**src/rtl/lcd_pkg.sv**
```systemverilog
// Shared constants, state types and address helper for the LCD text buffer.
package lcd_pkg;

  localparam int LINES      = 4;
  localparam int LINE_WIDTH = 20;
  localparam int DEPTH      = LINES * LINE_WIDTH;

  localparam logic [7:0] FILL_CHAR  = 8'h20;
  localparam logic [7:0] PRINT_MIN  = 8'h20;

  localparam logic [7:0] LCD_BS = 8'h08;
  localparam logic [7:0] LCD_LF = 8'h0A;
  localparam logic [7:0] LCD_FF = 8'h0C;
  localparam logic [7:0] LCD_CR = 8'h0D;

  localparam logic [6:0] LAST_IDX = 7'(DEPTH - 1);
  localparam logic [4:0] LAST_COL = 5'(LINE_WIDTH - 1);

  typedef enum logic {
    W_CLEAR,
    W_IDLE
  } wr_state_e;

  typedef enum logic [1:0] {
    T_IDLE,
    T_PULSE,
    T_WAIT
  } trg_state_e;

  // Linear store index of a (line, column) pair; valid for col < LINE_WIDTH.
  function automatic logic [6:0] char_addr(input logic [1:0] line, input logic [4:0] col);
    return 7'(line) * 7'(LINE_WIDTH) + 7'(col);
  endfunction

endpackage

```
**src/rtl/lcd_char_ram.sv**
```systemverilog
// 80x8 character store: one synchronous write port, one registered read port.
module lcd_char_ram
  import lcd_pkg::*;
(
  input  logic       clk,
  input  logic       rst,
  input  logic       we,
  input  logic [6:0] waddr,
  input  logic [7:0] wdata,
  input  logic [6:0] raddr,
  output logic [7:0] rdata
);

  logic [7:0] mem [DEPTH];
  logic [7:0] rdata_d;
  logic [7:0] rdata_q;

  // Write port.
  // NOTE: the array has no reset so it maps onto RAM; the CLEAR pass initialises it.
  always_ff @(posedge clk) begin
    if (we) mem[waddr] <= wdata;
  end

  // Read the array combinationally; the register below makes it read-before-write.
  always_comb begin
    rdata_d = mem[raddr];
  end

  // Output register of the read port.
  // NOTE: non-blocking here so a same-cycle write to raddr still returns the old byte.
  always_ff @(posedge clk or posedge rst) begin
    if (rst) rdata_q <= '0;
    else     rdata_q <= rdata_d;
  end

  assign rdata = rdata_q;

endmodule

```
**src/rtl/lcd_text_buffer.sv**
```systemverilog
// Character frame buffer with cursor, control codes and driver refresh trigger.
module lcd_text_buffer
  import lcd_pkg::*;
(
  input  logic       clk,
  input  logic       rst,
  input  logic [7:0] in_data,
  input  logic       in_valid,
  output logic       in_ready,
  input  logic [7:0] rd_addr,
  output logic [7:0] rd_data,
  input  logic       lcd_busy,
  output logic       lcd_trg,
  output logic [1:0] cur_line,
  output logic [4:0] cur_col
);

  wr_state_e  wr_state_q, wr_state_d;
  trg_state_e trg_state_q, trg_state_d;
  logic [6:0] clr_idx_q, clr_idx_d;
  logic [1:0] line_q, line_d;
  logic [4:0] col_q, col_d;
  logic       dirty_q, dirty_d;
  logic       wait_done_q, wait_done_d;
  logic       lcd_trg_q, lcd_trg_d;
  logic       rd_oor_q, rd_oor_d;

  logic       set_dirty;
  logic       fire;
  logic       ram_we;
  logic [6:0] ram_waddr;
  logic [7:0] ram_wdata;
  logic [6:0] ram_raddr;
  logic [7:0] ram_rdata;

  // Write FSM: clear sweep, byte acceptance, cursor movement.
  // NOTE: every output gets a default first so no path infers a latch.
  always_comb begin
    wr_state_d = wr_state_q;
    clr_idx_d  = clr_idx_q;
    line_d     = line_q;
    col_d      = col_q;
    ram_we     = 1'b0;
    ram_waddr  = clr_idx_q;
    ram_wdata  = FILL_CHAR;
    set_dirty  = 1'b0;

    case (wr_state_q)
      W_CLEAR: begin
        ram_we = 1'b1;
        if (clr_idx_q == LAST_IDX) begin
          wr_state_d = W_IDLE;
          clr_idx_d  = '0;
          set_dirty  = 1'b1;
        end else begin
          clr_idx_d = clr_idx_q + 7'd1;
        end
      end
      W_IDLE: begin
        if (in_valid) begin
          if (in_data >= PRINT_MIN) begin
            ram_we    = 1'b1;
            ram_waddr = char_addr(line_q, col_q);
            ram_wdata = in_data;
            set_dirty = 1'b1;
            if (col_q == LAST_COL) begin
              col_d  = '0;
              line_d = line_q + 2'd1;
            end else begin
              col_d = col_q + 5'd1;
            end
          end else begin
            case (in_data)
              LCD_LF: begin
                line_d = line_q + 2'd1;
                col_d  = '0;
              end
              LCD_CR: col_d = '0;
              LCD_BS: if (col_q != '0) col_d = col_q - 5'd1;
              LCD_FF: begin
                wr_state_d = W_CLEAR;
                clr_idx_d  = '0;
                line_d     = '0;
                col_d      = '0;
              end
              default: ;
            endcase
          end
        end
      end
    endcase
  end

  // Trigger FSM: one pulse per dirty snapshot, then hold off until the driver settles.
  always_comb begin
    trg_state_d = trg_state_q;
    wait_done_d = wait_done_q;
    lcd_trg_d   = 1'b0;
    fire        = 1'b0;

    case (trg_state_q)
      T_IDLE: begin
        if (dirty_q && !lcd_busy && (wr_state_q == W_IDLE)) begin
          fire        = 1'b1;
          lcd_trg_d   = 1'b1;
          trg_state_d = T_PULSE;
        end
      end
      T_PULSE: begin
        trg_state_d = T_WAIT;
        wait_done_d = 1'b0;
      end
      T_WAIT: begin
        // The driver may take a cycle to raise busy, so ignore it for two cycles.
        wait_done_d = 1'b1;
        if (wait_done_q && !lcd_busy) trg_state_d = T_IDLE;
      end
      default: trg_state_d = T_IDLE;
    endcase

    // A write on the firing edge keeps dirty set so its text gets its own pass.
    dirty_d = (dirty_q && !fire) || set_dirty;
  end

  // Read address translation and column range check.
  always_comb begin
    rd_oor_d  = (rd_addr[5:0] >= 6'(LINE_WIDTH));
    ram_raddr = rd_oor_d ? 7'd0 : char_addr(rd_addr[7:6], rd_addr[4:0]);
  end

  // State registers for both FSMs, cursor and read-side flag.
  always_ff @(posedge clk or posedge rst) begin
    if (rst) begin
      wr_state_q  <= W_CLEAR;
      trg_state_q <= T_IDLE;
      clr_idx_q   <= '0;
      line_q      <= '0;
      col_q       <= '0;
      dirty_q     <= 1'b0;
      wait_done_q <= 1'b0;
      lcd_trg_q   <= 1'b0;
      rd_oor_q    <= 1'b0;
    end else begin
      wr_state_q  <= wr_state_d;
      trg_state_q <= trg_state_d;
      clr_idx_q   <= clr_idx_d;
      line_q      <= line_d;
      col_q       <= col_d;
      dirty_q     <= dirty_d;
      wait_done_q <= wait_done_d;
      lcd_trg_q   <= lcd_trg_d;
      rd_oor_q    <= rd_oor_d;
    end
  end

  lcd_char_ram u_ram (
    .clk   (clk),
    .rst   (rst),
    .we    (ram_we),
    .waddr (ram_waddr),
    .wdata (ram_wdata),
    .raddr (ram_raddr),
    .rdata (ram_rdata)
  );

  assign in_ready = (wr_state_q == W_IDLE);
  assign lcd_trg  = lcd_trg_q;
  assign cur_line = line_q;
  assign cur_col  = col_q;
  assign rd_data  = rd_oor_q ? FILL_CHAR : ram_rdata;

endmodule

```
**config.mk**
```make
export PLATFORM = sky130hd
export DESIGN_NAME = lcd_text_buffer
export DESIGN_NICKNAME = d
export VERILOG_FILES = /design/src/rtl/lcd_pkg.sv /design/src/rtl/lcd_char_ram.sv /design/src/rtl/lcd_text_buffer.sv
export SDC_FILE = /design/constraint.sdc
export NUM_CORES = 1
export LEC_CHECK = 0
export ABC_AREA = 1
export BUFFER_PORTS_ARGS = -buffer_cell sky130_fd_sc_hd__buf_2
export CAP_MARGIN = 5
export CORE_MARGIN = 2
export CORE_UTILIZATION = 40
export CTS_CLUSTER_DIAMETER = 60
export DETAILED_ROUTE_END_ITERATION = 7
export SKIP_LAST_GASP = 1
export SYNTH_ARGS = -nofsm -noshare
export SYNTH_HDL_FRONTEND = slang
export SYNTH_SLANG_ARGS = --single-unit
```
**constraint.sdc**
```tcl
create_clock -name clk -period 9.59 [get_ports clk]
set_input_delay 0.959 -clock clk [delete_from_list [all_inputs] [get_ports clk]]
set_output_delay 0.959 -clock clk [all_outputs]
set_load 0.02 [all_outputs]
```
After elaboration in Yosys (flattened, before gate mapping). Memories as Yosys holds them, arrays and structs flattened. A register that Yosys moved wholly into a read port is not among the register bits. Cells that the tools add are included.

$lt $le $gt $ge: 2. Multiplexer cells: 37. Reductions and logical operators: 17. Equality and inequality tests: 15. Bitwise operators: 1. Add/subtract/negate cells: 6. Multiply operators: 2.

Operators by type and width (number): $mux W7 (8); $eq A8 B4 Y1 const B (4); $mux W8 (4); $mux W5 (3); $add A7 B5 Y7 (2); $pmux W7 S2 (1); $mul A2 B3 Y5 const B (2); $mux W1 (10); $pmux W5 S2 (1); $ge A8 B6 Y1 const B (1); $mux W2 (4); $ne A2 B2 Y1 const B (4); $pmux W1 S2 (4); $reduce_and A4 Y1 (2); $add A7 B1 Y7 const B (1); $eq A7 B7 Y1 const B (1); $ge A6 B5 Y1 const B (1); $pmux W2 S3 (1); $reduce_bool A3 Y1 (2); $add A5 B1 Y5 const B (1); $eq A5 B5 Y1 const B (1); $reduce_bool A5 Y1 (1); $sub A5 B1 Y5 const B (1); $logic_and A1 B1 Y1 (4); other kinds (14) (16).

Bits of input ports: 20. Bits in writable memories: 640. Output and inout port bits: 17. Logic and storage cells: 90. Register bits: 21. Memories kept: 1.

Memories: u_ram.mem (words 80, width 8, read ports 1, clocked after memory_dff 1, write ports 1, RTL line lcd_char_ram.sv:14) `logic [7:0] mem [DEPTH];`.

Longest topological paths before layout.
Word-level depth: 8. Mapped depth: 14. Mapped depth without buffers: 13.

Cells and area by module. A second synthesis with hierarchy kept.

Cells, all modules: 2450. Area total of the unflattened synthesis: 28259.6 um2.

By module, submodules not included: lcd_char_ram (area an instance 26426.6 um2, times used 1, seq. area each 19418.6 um2, cells an instance 2187); lcd_text_buffer (area an instance 1833.0 um2, times used 1, seq. area each 525.5 um2, cells an instance 263).

Worst setup path after synthesis. Ideal clock, no wire load.

Path type: input to register. Start point: input in_valid. End point: memory u_ram.mem[0][3] (data pin). Setup time: 0.573 ns. Data required time: 9.017 ns. Arrival time: 3.277 ns. Buffers on the path: 1. Setup slack: 5.740 ns. Stages: 5. Path through: nand2_1 -> nor2_1 -> inv_1 -> buf_2 -> nor2_1.

Longest elaborated chain between the ends: 2.

RTL lines: from (decl) (RTL line lcd_text_buffer.sv:8) `input logic in_valid,`; $mux W8 (RTL line lcd_text_buffer.sv:60) `if (in_valid) begin`; $mux W8 (RTL line lcd_text_buffer.sv:48) `case (wr_state_q)`; net ram_wdata[3] (RTL line lcd_text_buffer.sv:32) `logic [7:0] ram_wdata;`; to (decl) (RTL line lcd_char_ram.sv:14).

The timed path passes the listed nets, and every way through them passes these cells.

Worst setup path in the final report.
Start point: input rd_addr[3]. End point: register u_ram.rdata_q[3] (netlist: u_ram.rdata[3]), read port of u_ram.mem.

Longest elaborated chain between the ends: 2. Elaborated cells between the ends (all ways): 3. Classes of those cells: 1 x add/sub; 1 x order compare; 1 x mux.

RTL lines: from (decl) (RTL line lcd_text_buffer.sv:10) `input logic [7:0] rd_addr,`; $add A7 B5 Y7 / $ge A6 B5 Y1 (equally long branches) (RTL line lcd_pkg.sv:32, lcd_text_buffer.sv:127); $mux W7 (*) (RTL line lcd_text_buffer.sv:128) `ram_raddr = rd_oor_d ? 7'd0 : char_addr(rd_addr[7:6], rd_addr[4:0]);`; to (decl) (RTL line lcd_char_ram.sv:16) `logic [7:0] rdata_q;`.

Mark *: on every way between the ends. The rest lies on a longest branch, timed or not. A chain may end at the register's enable or synchronous reset.

==> flow_summary.json <==
{
  "finalHoldViolCount": 0,
  "power.density_mw_per_mm2": 215,
  "groute.layer.met1.usage_pct": 29.0,
  "cts_inserted_buffers": 71,
  "fill_cell_total_of_the_finished_layout": 6788,
  "dp.final_hpwl_um": 45800,
  "grt-busiest-layer": "met2",
  "synth.yosys.warnings": 0,
  "synth.ff_latch_count": 669,
  "flow.area_growth_from_synthesis_pct": 11.4,
  "cts.sink_count": 669,
  "cp-end-kind": "flip-flop",
  "clock_tree_from_tritoncts": "built",
  "synthesis.area_per_instance_um2": 10.6,
  "path_cells": "buf_2 -> o21ai_4 -> buf_4 -> nand3_4 -> inv_2 -> buf_4 -> nand2_1 -> nand3_1 -> nand3_1 -> nand3_1 -> nand3_1 -> nand3_1 -> nand2_1 -> nand2_1 -> nand2_1",
  "initial_utilization_pct": 40.3,
  "period_needed_ns": 5.23,
  "max_freq_ghz": 0.191,
  "grt_use_total_pct": 20.9,
  "syn-num-nets": 2852,
  "design.final.nets": 2811,
  "worstHoldPathType": "primary input to asynchronous set/reset pin",
  "leakage_nw": 13.0,
  "post_route_fraction_of_the_period_consumed_by_the_critical_path_pct": 54.5,
  "slew_headroom_pct": 16.1,
  "crit_required_ns": 10.09,
  "crit_path_max_incr_delay_ns": 0.97,
  "drt_first_pass_iters": 6,
  "detailroute.via_count": 20970,
  "die_w_um": 277,
  "ctsLongestPathBuffers": 3,
  "post-route-util_pct": 44.9,
  "totalWireLength_um": 81300,
  "cp-start-kind": "primary input",
  "totalNegativeSetupSlack_ns": 0,
  "run_status": "finished clean",
  "fp.dieArea_mm2": 0.0769,
  "std_cell_rows": 100,
  "grt_max_degree": 220,
  "regArea_mm2": 0.0199,
  "clockRootBuffer": "sky130_fd_sc_hd__clkbuf_16",
  "final_cell_mix": "sky130_fd_sc_hd__edfxtp_1, sky130_fd_sc_hd__nand3_1, sky130_fd_sc_hd__inv_1",
  "finalSetupViolCount": 0,
  "global_route.overflow_total": 0,
  "critical_path_class": "primary input to flip-flop",
  "crit_path_max_fanout": 103,
  "clk_pin_slew_ns": 0.06,
  "crit_top_cell": "sky130_fd_sc_hd__nand3_1",
  "chipHeight_um": 277,
  "drt-vias-per-instance": 5.52,
  "timing.reg2reg.setup_slack_ns": 5.40,
  "ant_nets": 0,
  "io_pins": 37,
  "worst_r2r_path_depth": 9,
  "post_cts.resized_instances": 0,
  "layout-drive-gt1-share_pct": 8.62,
  "cts_post_setup_buffers_inserted": 0,
  "reg2reg_to": "u_ram.mem[45][4]$_DFFE_PP_",
  "r2r-start": "in_ready$_DFF_PP0_",
  "number_of_antenna_violations_at_the_first_check_in_global_routing": 0,
  "report.final.slew_viol_count": 0,
  "routedWlPerCell_um": 21.4,
  "timing.critical_path.slowest_stage_cell": "sky130_fd_sc_hd__buf_4",
  "cell_count_after_synthesis": 2817,
  "syn_area_mm2": 0.0299,
  "worstSkewPairLatency_ns": 0.61,
  "drt_drc_violations_left": 0,
  "fin_worst_skew_ns": 0.0241,
  "numPortBuffers": 36,
  "irDropWorstVdd_mv": 0.161,
  "wire_length_of_the_first_global_routing_pass_um": 124000,
  "cts.hold.buffers_added": 0,
  "number_of_distinct_library_cell_variants_in_the_gate_level_netlist_after_synthesis": 36,
  "layout_commonest_cell": "sky130_fd_sc_hd__edfxtp_1",
  "drt_iter0_drc": 2269,
  "critPathArrivalTime_ns": 5.73,
  "multi_input_area_mm2": 0.00760,
  "antenna_cells": 0,
  "rsz0062_at_grt": "no",
  "first_global_vias": 20529,
  "gpl.final_weighted_congestion": 0.852,
  "clock_h_tree_levels": 3,
  "synth_sequential_area_ratio_pct": 66.7,
  "floorplan.core_area_mm2": 0.0742,
  "grtUsageMet2_pct": 33.6,
  "met3_usage_pct": 3.30,
  "max_cap_violations": 0,
  "worst-slew-pin-transition_ns": 1.26
}
-- metal layers --
metal / wire (um) / part of all wire (%)
met5: 0 / 0
met4: 2380 / 2.9
met3: 6120 / 7.5
met2: 38000 / 47
met1: 34700 / 43
-- cell type report --
cell class / count / area share (%)
Clock buffer: 96 / 6.18
Clock inverter: 32 / 1.04
Inverter: 465 / 5.27
Multi-Input combinational cell: 1510 / 22.8
Sequential cell: 669 / 59.9
Tap cell: 969 / 3.64
Timing Repair Buffer: 59 / 1.12
-- critical path, delay by kind of cell --
family	cells	cell delay, ns
AND/OR/NAND/NOR	10	1.88
AO/OA/AOI/OAI	1	0.30
buffers and inverters	4	2.52
-- through the flow --
| step | std cells | power (mW) | setup slack [ns] | hold slack [ns] | instance area [um^2] |
|---|---|---|---|---|---|
| 2_1_floorplan | 2817 | 4.02 | 5.74 | 0.481 | 29900 |
| 3_3_place_gp | 3672 | 4.35 | 3.92 | 0.500 | 30900 |
| 3_5_place_dp | 3672 | 4.38 | 3.78 | 0.516 | 30900 |
| 4_1_cts | 3800 | 7.19 | 4.43 | 0.420 | 33300 |
| 5_1_grt | 3800 | 7.40 | 3.96 | 0.467 | 33300 |
| 6_report | 3800 | 7.16 | 4.36 | 0.432 | 33300 |
-- worst max-delay path by stage --
stage                     from                         to  slack, ns
global placement    rd_addr[3]   u_ram.rdata[3]$_DFF_PP0_       3.92
detailed placement  rd_addr[3]   u_ram.rdata[0]$_DFF_PP0_       3.78
CTS                 rd_addr[3]   u_ram.rdata[0]$_DFF_PP0_       4.43
floorplan             in_valid  u_ram.mem[0][3]$_DFFE_PP_       5.74
finish              rd_addr[3]   u_ram.rdata[3]$_DFF_PP0_       4.36
global route        rd_addr[3]   u_ram.rdata[2]$_DFF_PP0_       3.96
-- power by group --
part | switching, mW | internal (mW)
combinational | 0.699 | 0.222
sequential | 0.0700 | 3.34
clock | 1.13 | 1.70
total | 1.90 | 5.26
-- cell usage after synthesis --
| cell type | n | share of area (%) |
|---|---|---|
| sky130_fd_sc_hd__edfxtp_1 | 640 | 64 |
| sky130_fd_sc_hd__nand3_1 | 473 | 7.9 |
| sky130_fd_sc_hd__inv_1 | 461 | 5.8 |
| sky130_fd_sc_hd__nand2_1 | 376 | 4.7 |
| sky130_fd_sc_hd__nor2_1 | 210 | 2.6 |
| sky130_fd_sc_hd__nand4_1 | 176 | 3.7 |
| sky130_fd_sc_hd__clkbuf_1 | 113 | 1.4 |
| sky130_fd_sc_hd__o21ai_0 | 89 | 1.5 |
| sky130_fd_sc_hd__or2_2 | 57 | 1.2 |
| sky130_fd_sc_hd__o211ai_1 | 42 | 1.1 |
| sky130_fd_sc_hd__buf_2 | 36 | 0.60 |
| sky130_fd_sc_hd__dfrtp_1 | 29 | 2.4 |
| sky130_fd_sc_hd__buf_1 | 24 | 0.30 |
| sky130_fd_sc_hd__a21oi_1 | 17 | 0.28 |
| sky130_fd_sc_hd__o221ai_1 | 16 | 0.47 |
| sky130_fd_sc_hd__ha_1 | 13 | 0.54 |
| sky130_fd_sc_hd__or2_1 | 10 | 0.21 |
| sky130_fd_sc_hd__nor3_1 | 5 | 0.084 |
| sky130_fd_sc_hd__o22ai_1 | 5 | 0.10 |
| sky130_fd_sc_hd__inv_2 | 3 | 0.038 |
| sky130_fd_sc_hd__xnor2_1 | 3 | 0.088 |
| sky130_fd_sc_hd__xor2_1 | 3 | 0.088 |
| sky130_fd_sc_hd__fa_1 | 2 | 0.13 |
| sky130_fd_sc_hd__nor3_2 | 2 | 0.067 |
| sky130_fd_sc_hd__a21oi_2 | 1 | 0.029 |
| sky130_fd_sc_hd__a22oi_1 | 1 | 0.025 |
| sky130_fd_sc_hd__a2bb2oi_1 | 1 | 0.029 |
| sky130_fd_sc_hd__a31oi_1 | 1 | 0.021 |
| sky130_fd_sc_hd__clkinv_1 | 1 | 0.013 |
| sky130_fd_sc_hd__nand3_2 | 1 | 0.033 |
| sky130_fd_sc_hd__nor4_1 | 1 | 0.021 |
| sky130_fd_sc_hd__o21ai_1 | 1 | 0.017 |
| sky130_fd_sc_hd__o21ai_4 | 1 | 0.054 |
| sky130_fd_sc_hd__o21ba_2 | 1 | 0.033 |
| sky130_fd_sc_hd__o311ai_0 | 1 | 0.029 |
| sky130_fd_sc_hd__o32ai_1 | 1 | 0.029 |
-- flip-flops by register name, indices dropped and copies added, names as in the netlist --
signal       count
trg_state_q      2
in_ready         1
clr_idx_q        7
rd_oor_q         1
u_ram.mem      640
wait_done_q      1
cur_col          5
cur_line         2
u_ram.rdata      8
lcd_trg          1
dirty_q          1
-- cells by family (layout without fill, tap and decap cells) --
| group | after synthesis | in the layout | synth area share (%) |
|---|---|---|---|
| AND/OR/NAND/NOR | 1311 | 1311 | 20.6 |
| adder cells (fa/ha/maj) | 15 | 15 | 0.678 |
| buffers and inverters | 638 | 652 | 8.16 |
| AO/OA/AOI/OAI | 178 | 178 | 3.67 |
| XOR/XNOR | 6 | 6 | 0.176 |
| flip-flops | 669 | 669 | 66.7 |
No activity file was read; power rests on OpenSTA's default activity.
